$ cat src/rtl/xadc_drp_arbiter.sv
// xadc_drp_arbiter
//   Owns the XADC DRP and shares it between the EOC-driven result readout (auto)
//   and a software register-access port (sw). Only one DRP transaction is in
//   flight at a time. The side not served last wins when both request together,
//   and a DRDY timeout guarantees that a transaction always finishes.
//
// Ports
//   clk_i, rstn_i             DRP clock, asynchronous active-low reset
//   eoc_i, channel_i          end-of-conversion pulse and the converted channel
//   sw_req_i                  software request level, held until sw_ack_o
//   sw_we_i/addr_i/wdata_i    software transaction attributes, sampled at grant
//   sw_ack_o/rdata_o/err_o    software completion pulse, read data, timeout flag
//   drp_den_o/dwe_o/daddr_o/  DRP master side towards the XADC primitive
//   drp_di_o/do_i/drdy_i
//   res_valid_o/addr_o/data_o captured auto result (12-bit code, channel)
//   eoc_drop_o                auto result lost (overwritten or timed out)

module xadc_drp_arbiter #(
  parameter int unsigned TIMEOUT = 64
) (
  input  logic        clk_i,
  input  logic        rstn_i,
  input  logic        eoc_i,
  input  logic [4:0]  channel_i,
  input  logic        sw_req_i,
  input  logic        sw_we_i,
  input  logic [6:0]  sw_addr_i,
  input  logic [15:0] sw_wdata_i,
  output logic        sw_ack_o,
  output logic [15:0] sw_rdata_o,
  output logic        sw_err_o,
  output logic        drp_den_o,
  output logic        drp_dwe_o,
  output logic [6:0]  drp_daddr_o,
  output logic [15:0] drp_di_o,
  input  logic [15:0] drp_do_i,
  input  logic        drp_drdy_i,
  output logic        res_valid_o,
  output logic [4:0]  res_addr_o,
  output logic [11:0] res_data_o,
  output logic        eoc_drop_o
);

  localparam logic [7:0] TIMEOUT_CNT = 8'(TIMEOUT);

  typedef enum logic [1:0] {
    IDLE      = 2'd0,
    WAIT_AUTO = 2'd1,
    WAIT_SW   = 2'd2
  } state_t;

  state_t      state, state_d;
  logic        pend, pend_d;
  logic [4:0]  pend_ch, pend_ch_d;
  // rr_sw = 1 means software has priority on the next simultaneous request
  logic        rr_sw, rr_sw_d;
  logic [7:0]  cnt, cnt_d;
  logic        sw_is_write, sw_is_write_d;

  logic        den_d, dwe_d, ack_d, err_d, res_valid_d, drop_d;
  logic [6:0]  daddr_d;
  logic [15:0] di_d, rdata_d;
  logic [4:0]  res_addr_d;
  logic [11:0] res_data_d;
  logic        auto_cand, grant_auto, grant_sw;

  // All outputs are registered, so this block computes the next value of every
  // register. Pulse outputs default to 0 and every other output holds.
  always_comb begin
    state_d       = state;
    pend_d        = pend;
    pend_ch_d     = pend_ch;
    rr_sw_d       = rr_sw;
    cnt_d         = cnt;
    sw_is_write_d = sw_is_write;
    den_d         = 1'b0;
    dwe_d         = 1'b0;
    daddr_d       = drp_daddr_o;
    di_d          = drp_di_o;
    ack_d         = 1'b0;
    err_d         = 1'b0;
    rdata_d       = sw_rdata_o;
    res_valid_d   = 1'b0;
    res_addr_d    = res_addr_o;
    res_data_d    = res_data_o;
    drop_d        = 1'b0;

    // eoc_i bypasses the pending flag so that a fresh EOC seen in IDLE is
    // granted on the same edge
    auto_cand  = pend | eoc_i;
    grant_auto = auto_cand & (~sw_req_i | ~rr_sw);
    grant_sw   = sw_req_i & (~auto_cand | rr_sw);

    // A new EOC always becomes the pending one. If an older result was still
    // waiting, it is lost. An auto grant below clears pend again.
    if (eoc_i) begin
      pend_d    = 1'b1;
      pend_ch_d = channel_i;
      drop_d    = pend;
    end

    case (state)
      IDLE: begin
        if (grant_auto) begin
          state_d = WAIT_AUTO;
          den_d   = 1'b1;
          daddr_d = {2'b00, (eoc_i ? channel_i : pend_ch)};
          pend_d  = 1'b0;
          rr_sw_d = 1'b1;
          cnt_d   = 8'd0;
        end else if (grant_sw) begin
          state_d       = WAIT_SW;
          den_d         = 1'b1;
          dwe_d         = sw_we_i;
          daddr_d       = sw_addr_i;
          di_d          = sw_wdata_i;
          sw_is_write_d = sw_we_i;
          rr_sw_d       = 1'b0;
          cnt_d         = 8'd0;
        end
      end

      WAIT_AUTO, WAIT_SW: begin
        if (drp_drdy_i) begin
          state_d = IDLE;
          if (state == WAIT_AUTO) begin
            res_valid_d = 1'b1;
            res_addr_d  = drp_daddr_o[4:0];
            res_data_d  = drp_do_i[15:4];
          end else begin
            ack_d   = 1'b1;
            rdata_d = sw_is_write ? 16'h0000 : drp_do_i;
          end
        end else if (cnt == TIMEOUT_CNT) begin
          state_d = IDLE;
          if (state == WAIT_AUTO) begin
            drop_d = 1'b1;
          end else begin
            ack_d   = 1'b1;
            err_d   = 1'b1;
            rdata_d = 16'h0000;
          end
        end else begin
          cnt_d = cnt + 8'd1;
        end
      end

      default: state_d = IDLE;
    endcase
  end

  always_ff @(posedge clk_i or negedge rstn_i) begin
    if (!rstn_i) begin
      state       <= IDLE;
      pend        <= 1'b0;
      pend_ch     <= 5'd0;
      rr_sw       <= 1'b0;
      cnt         <= 8'd0;
      sw_is_write <= 1'b0;
      drp_den_o   <= 1'b0;
      drp_dwe_o   <= 1'b0;
      drp_daddr_o <= 7'd0;
      drp_di_o    <= 16'd0;
      sw_ack_o    <= 1'b0;
      sw_err_o    <= 1'b0;
      sw_rdata_o  <= 16'd0;
      res_valid_o <= 1'b0;
      res_addr_o  <= 5'd0;
      res_data_o  <= 12'd0;
      eoc_drop_o  <= 1'b0;
    end else begin
      state       <= state_d;
      pend        <= pend_d;
      pend_ch     <= pend_ch_d;
      rr_sw       <= rr_sw_d;
      cnt         <= cnt_d;
      sw_is_write <= sw_is_write_d;
      drp_den_o   <= den_d;
      drp_dwe_o   <= dwe_d;
      drp_daddr_o <= daddr_d;
      drp_di_o    <= di_d;
      sw_ack_o    <= ack_d;
      sw_err_o    <= err_d;
      sw_rdata_o  <= rdata_d;
      res_valid_o <= res_valid_d;
      res_addr_o  <= res_addr_d;
      res_data_o  <= res_data_d;
      eoc_drop_o  <= drop_d;
    end
  end

endmodule

$ cat config.mk
export PLATFORM = sky130hd
export DESIGN_NAME = xadc_drp_arbiter
export DESIGN_NICKNAME = d
export VERILOG_FILES = /design/src/rtl/xadc_drp_arbiter.sv
export SDC_FILE = /design/constraint.sdc
export NUM_CORES = 1
export LEC_CHECK = 0
export CORE_AREA = 2 2 83 93
export CTS_CLUSTER_DIAMETER = 200
export DETAILED_ROUTE_END_ITERATION = 10
export DIE_AREA = 0 0 85 95
export PLACE_DENSITY = 0.89
export SYNTH_ARGS = -nofsm -noshare
export SYNTH_HDL_FRONTEND = slang
export SYNTH_SLANG_ARGS = --single-unit
$ cat constraint.sdc
create_clock -name clk_i -period 5 [get_ports clk_i]
set_clock_uncertainty 0.15 [all_clocks]
set_input_delay 1 -clock clk_i [delete_from_list [all_inputs] [get_ports clk_i]]
set_output_delay 1 -clock clk_i [all_outputs]
set_load 0.05 [all_outputs]
Word-level counts from Yosys, hierarchy flattened
Index checks and enable logic that the tools add are counted.
- register bits after elaboration: 80
- output and inout bits: 62
- input port bits: 50
- word-level logic and storage cells: 89
- reductions and logical operators: 11
- add/subtract/negate cells: 1
- equality and inequality tests: 7
- bitwise operators: 10
- multiplexer cells: 43
- operator list (operator ; number):
    $mux 16 ; 5
    $mux 8 ; 4
    $mux 1 ; 25
    $pmux 8 s2 ; 1
    $mux 7 ; 2
    $reduce_and 3->1 ; 3
    $add 8x1->8 const B ; 1
    $eq 8x7->1 const B ; 1
    $mux 2 ; 4
    $ne 3x3->1 const B ; 2
    $reduce_bool 2->1 ; 3
    $mux 5 ; 1
    $not 1->1 ; 5
    $ne 2x2->1 const B ; 2
    $pmux 2 s2 ; 1
    $reduce_and 2->1 ; 2
    $reduce_and 4->1 ; 1
    $or 1x1->1 ; 3
    $and 1x1->1 ; 2
    $eq 2x1->1 const B ; 1
    $eq 2x2->1 const B ; 1
    $logic_not 2->1 ; 1
    $reduce_or 2->1 ; 1

Longest topological paths before layout
Gate-level depths: netlist of the first run.
- depth after elaboration: 7
- depth in mapped cells: 8
- gate-level depth less buffers: 6

Least setup slack after synthesis of the first run
OpenSTA, ideal clock, no wires.
- path kind: input-to-reg
- from: input port eoc_i
- to: register cnt[3]
- required time: 4.724 ns
- arrival time: 2.031 ns
- path buffers: 2
- stages: 6
- slack: 2.693 ns
- library setup time: 0.126 ns
- cell sequence: buf_4 > nor2_1 > and2_1 > clkbuf_2 > a21o_4 > a221o_1
- word-level cells in the longest chain between the ends: 6
- elaborated cells on any way between the ends: 9
- classes of those cells: eq/ne: 1; mux: 2; bitwise: 5; reduce/logical: 1
- RTL lines (element ; RTL line ; source):
    start, declared ; 23 ; input logic eoc_i,
    $or 1x1->1 * ; 90 ; auto_cand = pend | eoc_i;
    $not 1->1 ; 92 ; grant_sw = sw_req_i & (~auto_cand | rr_sw);
    $or 1x1->1 ; 92 ;
    $and 1x1->1 ; 92 ;
    $ne 3x3->1 (no line) ; - ;
    $reduce_and 4->1 (no line) ; - ;
    end signal, assigned ; 176 ; cnt <= cnt_d;
    end, declared ; 57 ; logic [7:0] cnt, cnt_d;
Mark *: on every way between the ends. The rest lies on a longest branch, timed or not.
A chain may end at the register's enable or synchronous reset.

Worst setup path after layout of the first run
- from: input port drp_drdy_i
- to: register sw_rdata_o[14]
- word-level cells in the longest chain between the ends: 2
- elaborated cells on any way between the ends: 3
- classes of those cells: mux: 1; reduce/logical: 2
- RTL lines (element ; RTL line ; source):
    start, declared ; 37 ; input logic drp_drdy_i,
    $reduce_bool 2->1 (no line) ; - ;
    $reduce_and 3->1 (no line) ; - ;
    end signal, assigned ; 184 ; sw_rdata_o <= rdata_d;
    end, declared ; 30 ; output logic [15:0] sw_rdata_o,
Several ways; a longest one is shown, not always the timed one.

==> impl_metrics.env, run 1 <==
export IMPL_viasPerCell=5.17
export IMPL_cp_max_fo=16
export IMPL_synthFlopType="dfrtp_1"
export IMPL_fillers=526
export IMPL_place_congestion=0.816
export IMPL_num_antenna_cells=0
export IMPL_cp_arrival_ns=2.87
export IMPL_hold_viol_final=0
export IMPL_first_global_vias=2529
export IMPL_nets=434
export IMPL_first_pass_iters=4
export IMPL_dieWidth_um=85
export IMPL_synth_top_area_share_pct=59.0
export IMPL_crit_family="simple AND/OR/NAND/NOR gates"
export IMPL_drive_above_1_share_pct=17.9
export IMPL_die_area_mm2=0.00808
export IMPL_worst_slack_ns=2.24
export IMPL_worst_path_buf_inv=1
export IMPL_reg2reg_to="sw_rdata_o[14]$_DFFE_PN0P_"
export IMPL_worst_pin_slew_ns=1.17
export IMPL_slew_headroom_pct=21.6
export IMPL_routed_wl_mm=7.49
export IMPL_synth_top_family_by_area="multiplexers"
export IMPL_syn_area_per_cell_um2=12.8
export IMPL_slowest_delay_ns=0.93
export IMPL_period_needed_ns=2.76
export IMPL_cts_resized=0
export IMPL_r2r_start="cnt[0]$_DFFE_PN0P_"
export IMPL_clk_path_buf_depth=2
export IMPL_crit_chain="clkdlybuf4s50_1 -> nor2b_1 -> nand2_1 -> mux2i_1"
export IMPL_via_count=2440
export IMPL_syn_nets=320
export IMPL_multi_input_area_mm2=0.00125
export IMPL_cp_slowest_cell="nor2b_1"
export IMPL_end_kind="flip-flop"
export IMPL_hold_class="flip-flop to flip-flop"
export IMPL_post_place_ws_ns=1.92
export IMPL_wl_per_cell_um=15.9
export IMPL_num_rows=33
export IMPL_leakagePower_nw=2.07
export IMPL_io_pins=112
export IMPL_cp_num_cells=4
export IMPL_cts_setup_buffers=0
export IMPL_clk_latency_ns=0.35
export IMPL_ctsHoldBuffers=0
export IMPL_grt_pass1_wl_mm=12.2
export IMPL_cts_tree="done"
export IMPL_fin_cells=472
export IMPL_post_dp_hpwl_mm=5.24
export IMPL_htree_levels=3
export IMPL_whs_endpoint="pend_ch[0]$_DFF_PN0_"
export IMPL_r2r_slack_ns=2.53
export IMPL_initialDrtViolationCount=126
export IMPL_regArea_mm2=0.00200
export IMPL_drc_errors=0
export IMPL_tns_ns=0
export IMPL_critPathRequiredTime_ns=5.11
export IMPL_area_growth_pct=41.4
export IMPL_r2r_cells=6
export IMPL_port_buffers=111
export IMPL_fmax_mhz=363
export IMPL_ys_warn_count=0
export IMPL_worst_setup_path_start_kind="primary input"
export IMPL_synth_edff_count=0
export IMPL_synthesis_area_mm2=0.00339
export IMPL_peakVddDrop_mv=0.463
export IMPL_fin_crit_sh_pct=55.1
export IMPL_worstHoldStart="pend_ch[0]$_DFF_PN0_"
export IMPL_place_inst=456
export IMPL_whs_path_depth=1
export IMPL_synth_cells=266
export IMPL_max_cap_violations=0
export IMPL_core_area_mm2=0.00723
export IMPL_grt_use_total_pct=19.4
export IMPL_synthXorXnorAreaFrac_pct=0
export IMPL_status="finished clean"
export IMPL_cts_root_buf="clkbuf_8"
export IMPL_grt_max_degree=81
export IMPL_synthSimpleGateAreaFrac_pct=8.88
export IMPL_synth_distinct_cells=39
export IMPL_floorplan_initialDensity_pct=47.0
export IMPL_finalMaxSlewViolations=0
export IMPL_yosys_top_cells_area="dfrtp_1 59%, mux2_2 13%, mux2i_1 6.2%, nand2_1 3.3%, inv_1 2.4%"
export IMPL_clock_sinks=80
export IMPL_overflow=0
export IMPL_crit_type="primary input to flip-flop"
export IMPL_fp_dieH_um=95
export IMPL_powerDensity_mw_per_mm2=740
export IMPL_yosysMostFrequentCell="dfrtp_1"
export IMPL_synthTopCellsByCount="80 x dfrtp_1, 40 x mux2_2, 30 x nand2_1, 22 x inv_1, 21 x mux2i_1"
export IMPL_async_reset_ff_share_pct=100
export IMPL_path_clk_slew_ns=0.08
export IMPL_synth_compound_area_share_pct=6.97
export IMPL_finalSetupViolCount=0
export IMPL_synthAdderAreaFrac_pct=1.47
export IMPL_synth_yosys_seq_area_share_pct=59.0
export IMPL_ant_nets=0
export IMPL_antenna_found_initial=0
export IMPL_rsz0062_at_grt="no"
export IMPL_cts_buffers=9
export IMPL_synthMuxAreaShare_pct=19.5
export IMPL_yosysTopAreaCell="dfrtp_1"
export IMPL_synth_seq_cells=80
## cell families (layout without fill, tap and decap cells)
group	after synthesis	after routing
buffers and inverters	32	151
DFF	80	80
muxes	61	61
adders and majority gates	4	4
AOI/OAI and AO/OA	31	31
and+or+nand+nor	58	58
## how the worst max path moves through the flow
| stage | startpoint | to | slack (ns) |
|---|---|---|---|
| 2_1_floorplan | eoc_i | cnt[3]$_DFFE_PN0P_ | 2.69 |
| 5_1_grt | drp_drdy_i | sw_rdata_o[14]$_DFFE_PN0P_ | 2.08 |
| 4_1_cts | drp_drdy_i | sw_rdata_o[14]$_DFFE_PN0P_ | 2.21 |
| 6_report | drp_drdy_i | sw_rdata_o[14]$_DFFE_PN0P_ | 2.24 |
| 3_3_place_gp | drp_drdy_i | sw_rdata_o[10]$_DFFE_PN0P_ | 1.96 |
| 3_5_place_dp | drp_drdy_i | sw_rdata_o[13]$_DFFE_PN0P_ | 1.92 |
## stage by stage
stage / cell area (um2) / util, % / hold slack (ns) / total power (W)
6_report: 4800 / 66.4 / 0.354 / 0.00355
5_1_grt: 4800 / 66.4 / 0.377 / 0.00373
4_1_cts: 4800 / 66.4 / 0.360 / 0.00359
3_5_place_dp: 4570 / 63.3 / 0.339 / 0.00303
3_3_place_gp: 4570 / 63.3 / 0.330 / 0.00298
2_1_floorplan: 3390 / - / 0.322 / 0.00239
## sequential cells by signal (all words and copies together), names as in the netlist, 2 cells and up
name / cells
res_data_o: 12
cnt: 8
drp_di_o: 16
pend_ch: 5
res_addr_o: 5
state: 2
drp_daddr_o: 7
sw_rdata_o: 16
## cell type report
cell class	count	share of cell area (%)
repair buffers	113	23.4
clock buffers	10	2.87
clock inverters	6	1.90
multi-input cells	154	26.1
flip-flops and latches	80	41.7
inverters	22	1.72
well taps	87	2.27
## worst reg2reg max path, cell delays in order, from the launching register on
cell      delay [ns]
dfrtp_1         0.41
inv_1           0.08
ha_1            0.15
and4bb_4        0.27
a21oi_1         0.10
nor3b_4         0.89
mux2i_1         0.33
## per-layer routing
metal	track usage [%]	share of wire, %
met1	23.7	42
met2	32.5	49
met3	6.56	7.4
met4	6.48	1.6
met5	0	0
## placed cells by master, fill, tap and decap left out, drive strengths merged, types with 2 or more instances in the layout
cell and n:
a21o 4, a21oi 3, a221o 2, a22o 5, and2 4, buf 3, bufinv 2, clkbuf 10
clkdlybuf4s50 110, clkinv 3, dfrtp 80, ha 4, inv 23, mux2 40, mux2i 21, nand2 30
nand2b 2, nand3 3, nor2 5, nor2b 2, nor3 2, nor4 3, o21ai 10, o31ai 3
## report_power, final
part,switching [W],leakage [nW],internal (W)
clock,0.000238,0.117,0.000297
combinational,0.00122,0.951,0.000726
sequential,0.000160,1.00,0.000910
total,0.00162,2.07,0.00193
Note: power is estimated with default switching activity, not from simulation.
==> run 2: changes to the inputs <==
CORE_AREA = 2 2 90 101   (was 2 2 83 93)
DIE_AREA = 0 0 92 103   (was 0 0 85 95)
PLACE_DENSITY = 0.8   (was 0.89)
clock period = 2.3 ns   (was 5 ns; I/O delays follow)
==> run 2 against run 1 <==
Setup slack got worse by 2.1 ns. Largest cell class unchanged. Critical path type is now flip-flop to primary output. Die area rose by 17%. Non-clock buffer count rose by 8. Sequential share of layout area fell by 0.85 points. Register-to-register slack got worse by 2.3 ns. Critical path depth fell by 3.
==> impl_metrics.env, run 2 (synthesized netlist as in run 1, its figures left out) <==
export IMPL_status="finished clean"
export IMPL_ant_nets=0
export IMPL_final_common_cell="clkdlybuf4s50_1"
export IMPL_r2r_slack_ns=0.23
export IMPL_fillers=720
export IMPL_drc_errors=0
export IMPL_cts_tree="done"
export IMPL_hold_class="flip-flop to flip-flop"
export IMPL_first_global_vias=2411
export IMPL_nets=442
export IMPL_worst_path_buf_inv=1
export IMPL_port_buffers=111
export IMPL_ctsHoldBuffers=1
export IMPL_grt_use_total_pct=15.5
export IMPL_critPathRequiredTime_ns=1.69
export IMPL_viasPerCell=4.75
export IMPL_worst_pin_slew_ns=0.530
export IMPL_fin_area_mm2=0.00490
export IMPL_finalSetupViolCount=0
export IMPL_end_kind="primary output"
export IMPL_grt_max_degree=37
export IMPL_cp_max_fo=3
export IMPL_powerDensity_mw_per_mm2=1550
export IMPL_tns_ns=0
export IMPL_slowest_delay_ns=0.81
export IMPL_drive_above_1_share_pct=19.1
export IMPL_reg2reg_to="cnt[6]$_DFFE_PN0P_"
export IMPL_cp_num_cells=1
export IMPL_die_area_mm2=0.00948
export IMPL_fp_dieH_um=103
export IMPL_num_antenna_cells=0
export IMPL_dieWidth_um=92
export IMPL_cts_resized=0
export IMPL_grt_pass1_wl_mm=11.4
export IMPL_period_needed_ns=2.16
export IMPL_via_count=2409
export IMPL_crit_type="flip-flop to primary output"
export IMPL_r2r_cells=6
export IMPL_first_pass_iters=4
export IMPL_area_growth_pct=44.4
export IMPL_cts_buffers=9
export IMPL_routed_wl_mm=7.08
export IMPL_post_dp_hpwl_mm=5.22
export IMPL_layout_common_cells="110 x clkdlybuf4s50_1, 80 x dfrtp_1, 40 x mux2_2, 30 x nand2_1, 22 x inv_1"
export IMPL_worst_setup_path_start_kind="flip-flop"
export IMPL_initialDrtViolationCount=66
export IMPL_floorplan_initialDensity_pct=39.7
export IMPL_io_pins=112
export IMPL_clock_sinks=80
export IMPL_core_area_mm2=0.00856
export IMPL_antenna_found_initial=0
export IMPL_fin_crit_sh_pct=93.9
export IMPL_clk_latency_ns=0.35
export IMPL_cts_setup_buffers=0
export IMPL_crit_start="drp_daddr_o[3]$_DFFE_PN0P_"
export IMPL_r2r_start="state[0]$_DFFE_PN0P_"
export IMPL_rsz0062_at_grt="no"
export IMPL_leakagePower_nw=2.10
export IMPL_cts_root_buf="clkbuf_8"
export IMPL_place_congestion=0.804
export IMPL_wl_per_cell_um=14.0
export IMPL_crit_chain="clkdlybuf4s50_1"
export IMPL_clk_path_buf_depth=2
export IMPL_overflow=0
export IMPL_max_cap_violations=0
export IMPL_peakVddDrop_mv=0.902
export IMPL_htree_levels=3
export IMPL_fmax_mhz=463
export IMPL_num_rows=36
export IMPL_crit_family="buffers and inverters"
export IMPL_hold_viol_final=0
export IMPL_path_clk_slew_ns=0.09
export IMPL_slew_headroom_pct=64.6
export IMPL_dpl_cell_area_mm2=0.00470
export IMPL_endpoint="drp_daddr_o[3]"
export IMPL_reg_largest_list="drp_di_o (16), sw_rdata_o (16), res_data_o (12)"
export IMPL_cp_slowest_cell="clkdlybuf4s50_1"
export IMPL_cp_arrival_ns=1.55
export IMPL_finalMaxSlewViolations=0
-- run 2: worst register-to-register path: stages, from the launching register on --
cell     delay [ns]
dfrtp_1        0.41
inv_1          0.06
ha_1           0.30
nor2b_1        0.20
and2_1         0.34
nor2_1         0.16
a221o_1        0.34
-- run 2: how the worst min path moves through the flow --
stage	endpoint	cells after the start	startpoint
floorplan	cnt[0]$_DFFE_PN0P_	0	rstn_i
global placement	sw_rdata_o[8]$_DFFE_PN0P_	1	rstn_i
detailed placement	sw_rdata_o[0]$_DFFE_PN0P_	1	rstn_i
CTS	pend_ch[1]$_DFF_PN0_	1	pend_ch[1]$_DFF_PN0_
global route	pend_ch[1]$_DFF_PN0_	1	pend_ch[1]$_DFF_PN0_
finish	pend_ch[1]$_DFF_PN0_	1	pend_ch[1]$_DFF_PN0_
-- run 2: final cells by class --
type,count,area [um2],share of cell area (%)
clock buffer,10,128,2.60
clock inverter,6,67.6,1.38
inverter,22,82.6,1.68
multi-input combinational,154,1250,25.6
sequential,80,2000,40.8
tap,114,143,2.91
timing repair buffer,121,1220,25.0
-- run 2: per-stage QoR --
step | setup slack, ns | hold slack [ns] | total power, W | cells | util, %
floorplan | 0.398 | 0.0144 | 0.00519 | 266 | -
detailed placement | 0.0612 | 0.249 | 0.00664 | 490 | 54.9
global placement | 0.114 | 0.251 | 0.00656 | 490 | 54.9
CTS | 0.105 | 0.358 | 0.00768 | 507 | 57.3
global route | 0.0383 | 0.373 | 0.00800 | 507 | 57.3
finish | 0.140 | 0.352 | 0.00760 | 507 | 57.3
-- run 2: power breakdown --
| group | leakage, nW | internal [W] | switching (W) |
|---|---|---|---|
| Clock | 0.0929 | 0.000505 | 0.000513 |
| Sequential | 1.00 | 0.00198 | 0.000339 |
| Combinational | 1.00 | 0.00163 | 0.00263 |
-- run 2: metal layers --
layer	up-vias	track usage [%]	part of all wire, %
met1	1162	19.6	43
met3	11	3.80	5.5
met5	-	0	0
met4	0	6.77	1.7
li1	1161	-	-
met2	75	25.5	50
==> run 3: changes to the inputs <==
PLACE_DENSITY = 0.81   (was 0.8)
==> run 3 against run 2 <==
Via count rose by 1.2%. Final cell count rose by 0.39%. Critical path depth stayed put. Routed wire length is 2.7% higher. Combinational power grew 1%. Worst hold slack about the same. First-iteration DRC count grew 41%. Utilization rose by 0.16 points. Non-clock buffer count rose by 2. Flip-flop and latch count did not move. Sequential power is essentially flat.
==> impl_metrics.env, run 3 (synthesized netlist as in run 1, its figures left out) <==
export IMPL_status="finished clean"
export IMPL_fin_crit_sh_pct=94.5
export IMPL_final_common_cell="clkdlybuf4s50_1"
export IMPL_whs_ns=0.353
export IMPL_antenna_found_initial=0
export IMPL_nets=444
export IMPL_drive_above_1_share_pct=19.5
export IMPL_first_global_vias=2505
export IMPL_slowest_delay_ns=0.82
export IMPL_num_rows=36
export IMPL_worst_setup_path_start_kind="flip-flop"
export IMPL_critPathRequiredTime_ns=1.69
export IMPL_dieWidth_um=92
export IMPL_post_dp_hpwl_mm=5.34
export IMPL_crit_type="flip-flop to primary output"
export IMPL_clk_path_buf_depth=2
export IMPL_io_pins=112
export IMPL_clock_sinks=80
export IMPL_place_congestion=0.881
export IMPL_cp_arrival_ns=1.56
export IMPL_cp_max_fo=3
export IMPL_finalMaxSlewViolations=0
export IMPL_clk_latency_ns=0.34
export IMPL_period_needed_ns=2.17
export IMPL_finalSetupViolCount=0
export IMPL_end_kind="primary output"
export IMPL_fmax_mhz=460
export IMPL_reg_largest_list="drp_di_o (16), sw_rdata_o (16), res_data_o (12)"
export IMPL_htree_levels=3
export IMPL_num_antenna_cells=0
export IMPL_slew_headroom_pct=57.9
export IMPL_power_w=0.00768
export IMPL_hold_viol_final=0
export IMPL_grt_max_degree=52
export IMPL_cts_root_buf="clkbuf_8"
export IMPL_port_buffers=111
export IMPL_max_cap_violations=0
export IMPL_cts_buffers=9
export IMPL_cp_slowest_cell="clkdlybuf4s50_1"
export IMPL_grt_use_total_pct=15.7
export IMPL_worst_pin_slew_ns=0.631
export IMPL_leakagePower_nw=2.11
export IMPL_routed_wl_mm=7.27
export IMPL_fp_dieH_um=103
export IMPL_fin_area_mm2=0.00491
export IMPL_grt_pass1_wl_mm=11.7
export IMPL_viasPerCell=4.79
export IMPL_initialDrtViolationCount=93
export IMPL_peakVddDrop_mv=0.791
export IMPL_floorplan_initialDensity_pct=39.7
export IMPL_powerDensity_mw_per_mm2=1560
export IMPL_drc_errors=0
export IMPL_cts_tree="done"
export IMPL_tns_ns=0
export IMPL_via_count=2437
export IMPL_layout_common_cells="110 x clkdlybuf4s50_1, 80 x dfrtp_1, 40 x mux2_2, 30 x nand2_1, 22 x inv_1"
export IMPL_core_area_mm2=0.00856
export IMPL_area_growth_pct=44.8
export IMPL_dpl_cell_area_mm2=0.00470
export IMPL_overflow=0
export IMPL_crit_chain="clkdlybuf4s50_1"
export IMPL_wl_per_cell_um=14.3
export IMPL_ant_nets=0
export IMPL_path_clk_slew_ns=0.09
export IMPL_rsz0062_at_grt="no"
export IMPL_crit_family="buffers and inverters"
export IMPL_worst_path_buf_inv=1
export IMPL_die_area_mm2=0.00948
export IMPL_hold_class="flip-flop to flip-flop"
export IMPL_first_pass_iters=4
-- run 3: cell types whose count changed in the layout (fill, tap and decap cells not counted) --
cell and change:
buf_4 +3, clkinv_4 +2, clkinvlp_4 -2, buf_12 -1
clkbuf_8 +1, clkinv_2 -1
-- run 3: path summary, 6_finish.rpt --
path                                                    to  slack (ns)                        from  cells after the start
worst max-delay path                        drp_daddr_o[1]        0.13  drp_daddr_o[1]$_DFFE_PN0P_                      1
worst min-delay path            drp_daddr_o[0]$_DFFE_PN0P_        0.35  drp_daddr_o[0]$_DFFE_PN0P_                      2
worst max register to register          cnt[6]$_DFFE_PN0P_        0.21        state[0]$_DFFE_PN0P_                      6
worst min register to register  drp_daddr_o[0]$_DFFE_PN0P_        0.35  drp_daddr_o[0]$_DFFE_PN0P_                      2
max in group asynchronous             eoc_drop_o$_DFF_PN0_        0.81                      rstn_i                      3
min in group asynchronous        sw_rdata_o[4]$_DFFE_PN0P_        0.52                      rstn_i                      2
-- run 3: cell type report --
cell class,count,area [um2]
sequential,80,2000
timing repair buffer,123,1230
tap,114,143
clock inverter,5,65.1
clock buffer,11,141
multi-input combinational,154,1250
fill,718,3640
inverter,22,82.6
-- run 3: timing repair --
item                      CTS  global route
hold buffers                1             0
hold endpoints to repair   10             0
setup buffers               0             0
resized for setup           0             0
-- run 3: per-layer routing --
| metal | global-route usage [%] | wire (um) |
|---|---|---|
| met2 | 27.1 | 3670 |
| met1 | 18.8 | 3090 |
| met3 | 3.44 | 377 |
| met4 | 8.04 | 124 |
| met5 | 0 | 0 |
-- run 3: through the flow --
step / std cells / utilization (%) / worst slack [ns]
3_3_place_gp: 492 / 54.9 / 0.106
5_1_grt: 509 / 57.4 / 0.0300
4_1_cts: 509 / 57.4 / 0.105
3_5_place_dp: 492 / 54.9 / 0.0720
6_report: 509 / 57.4 / 0.128
2_1_floorplan: 266 / - / 0.398
-- run 3: where the power goes --
part | internal [W] | total (W) | switching (W)
clock network | 0.000541 | 0.00105 | 0.000509
registers | 0.00198 | 0.00231 | 0.000335
logic | 0.00164 | 0.00432 | 0.00267
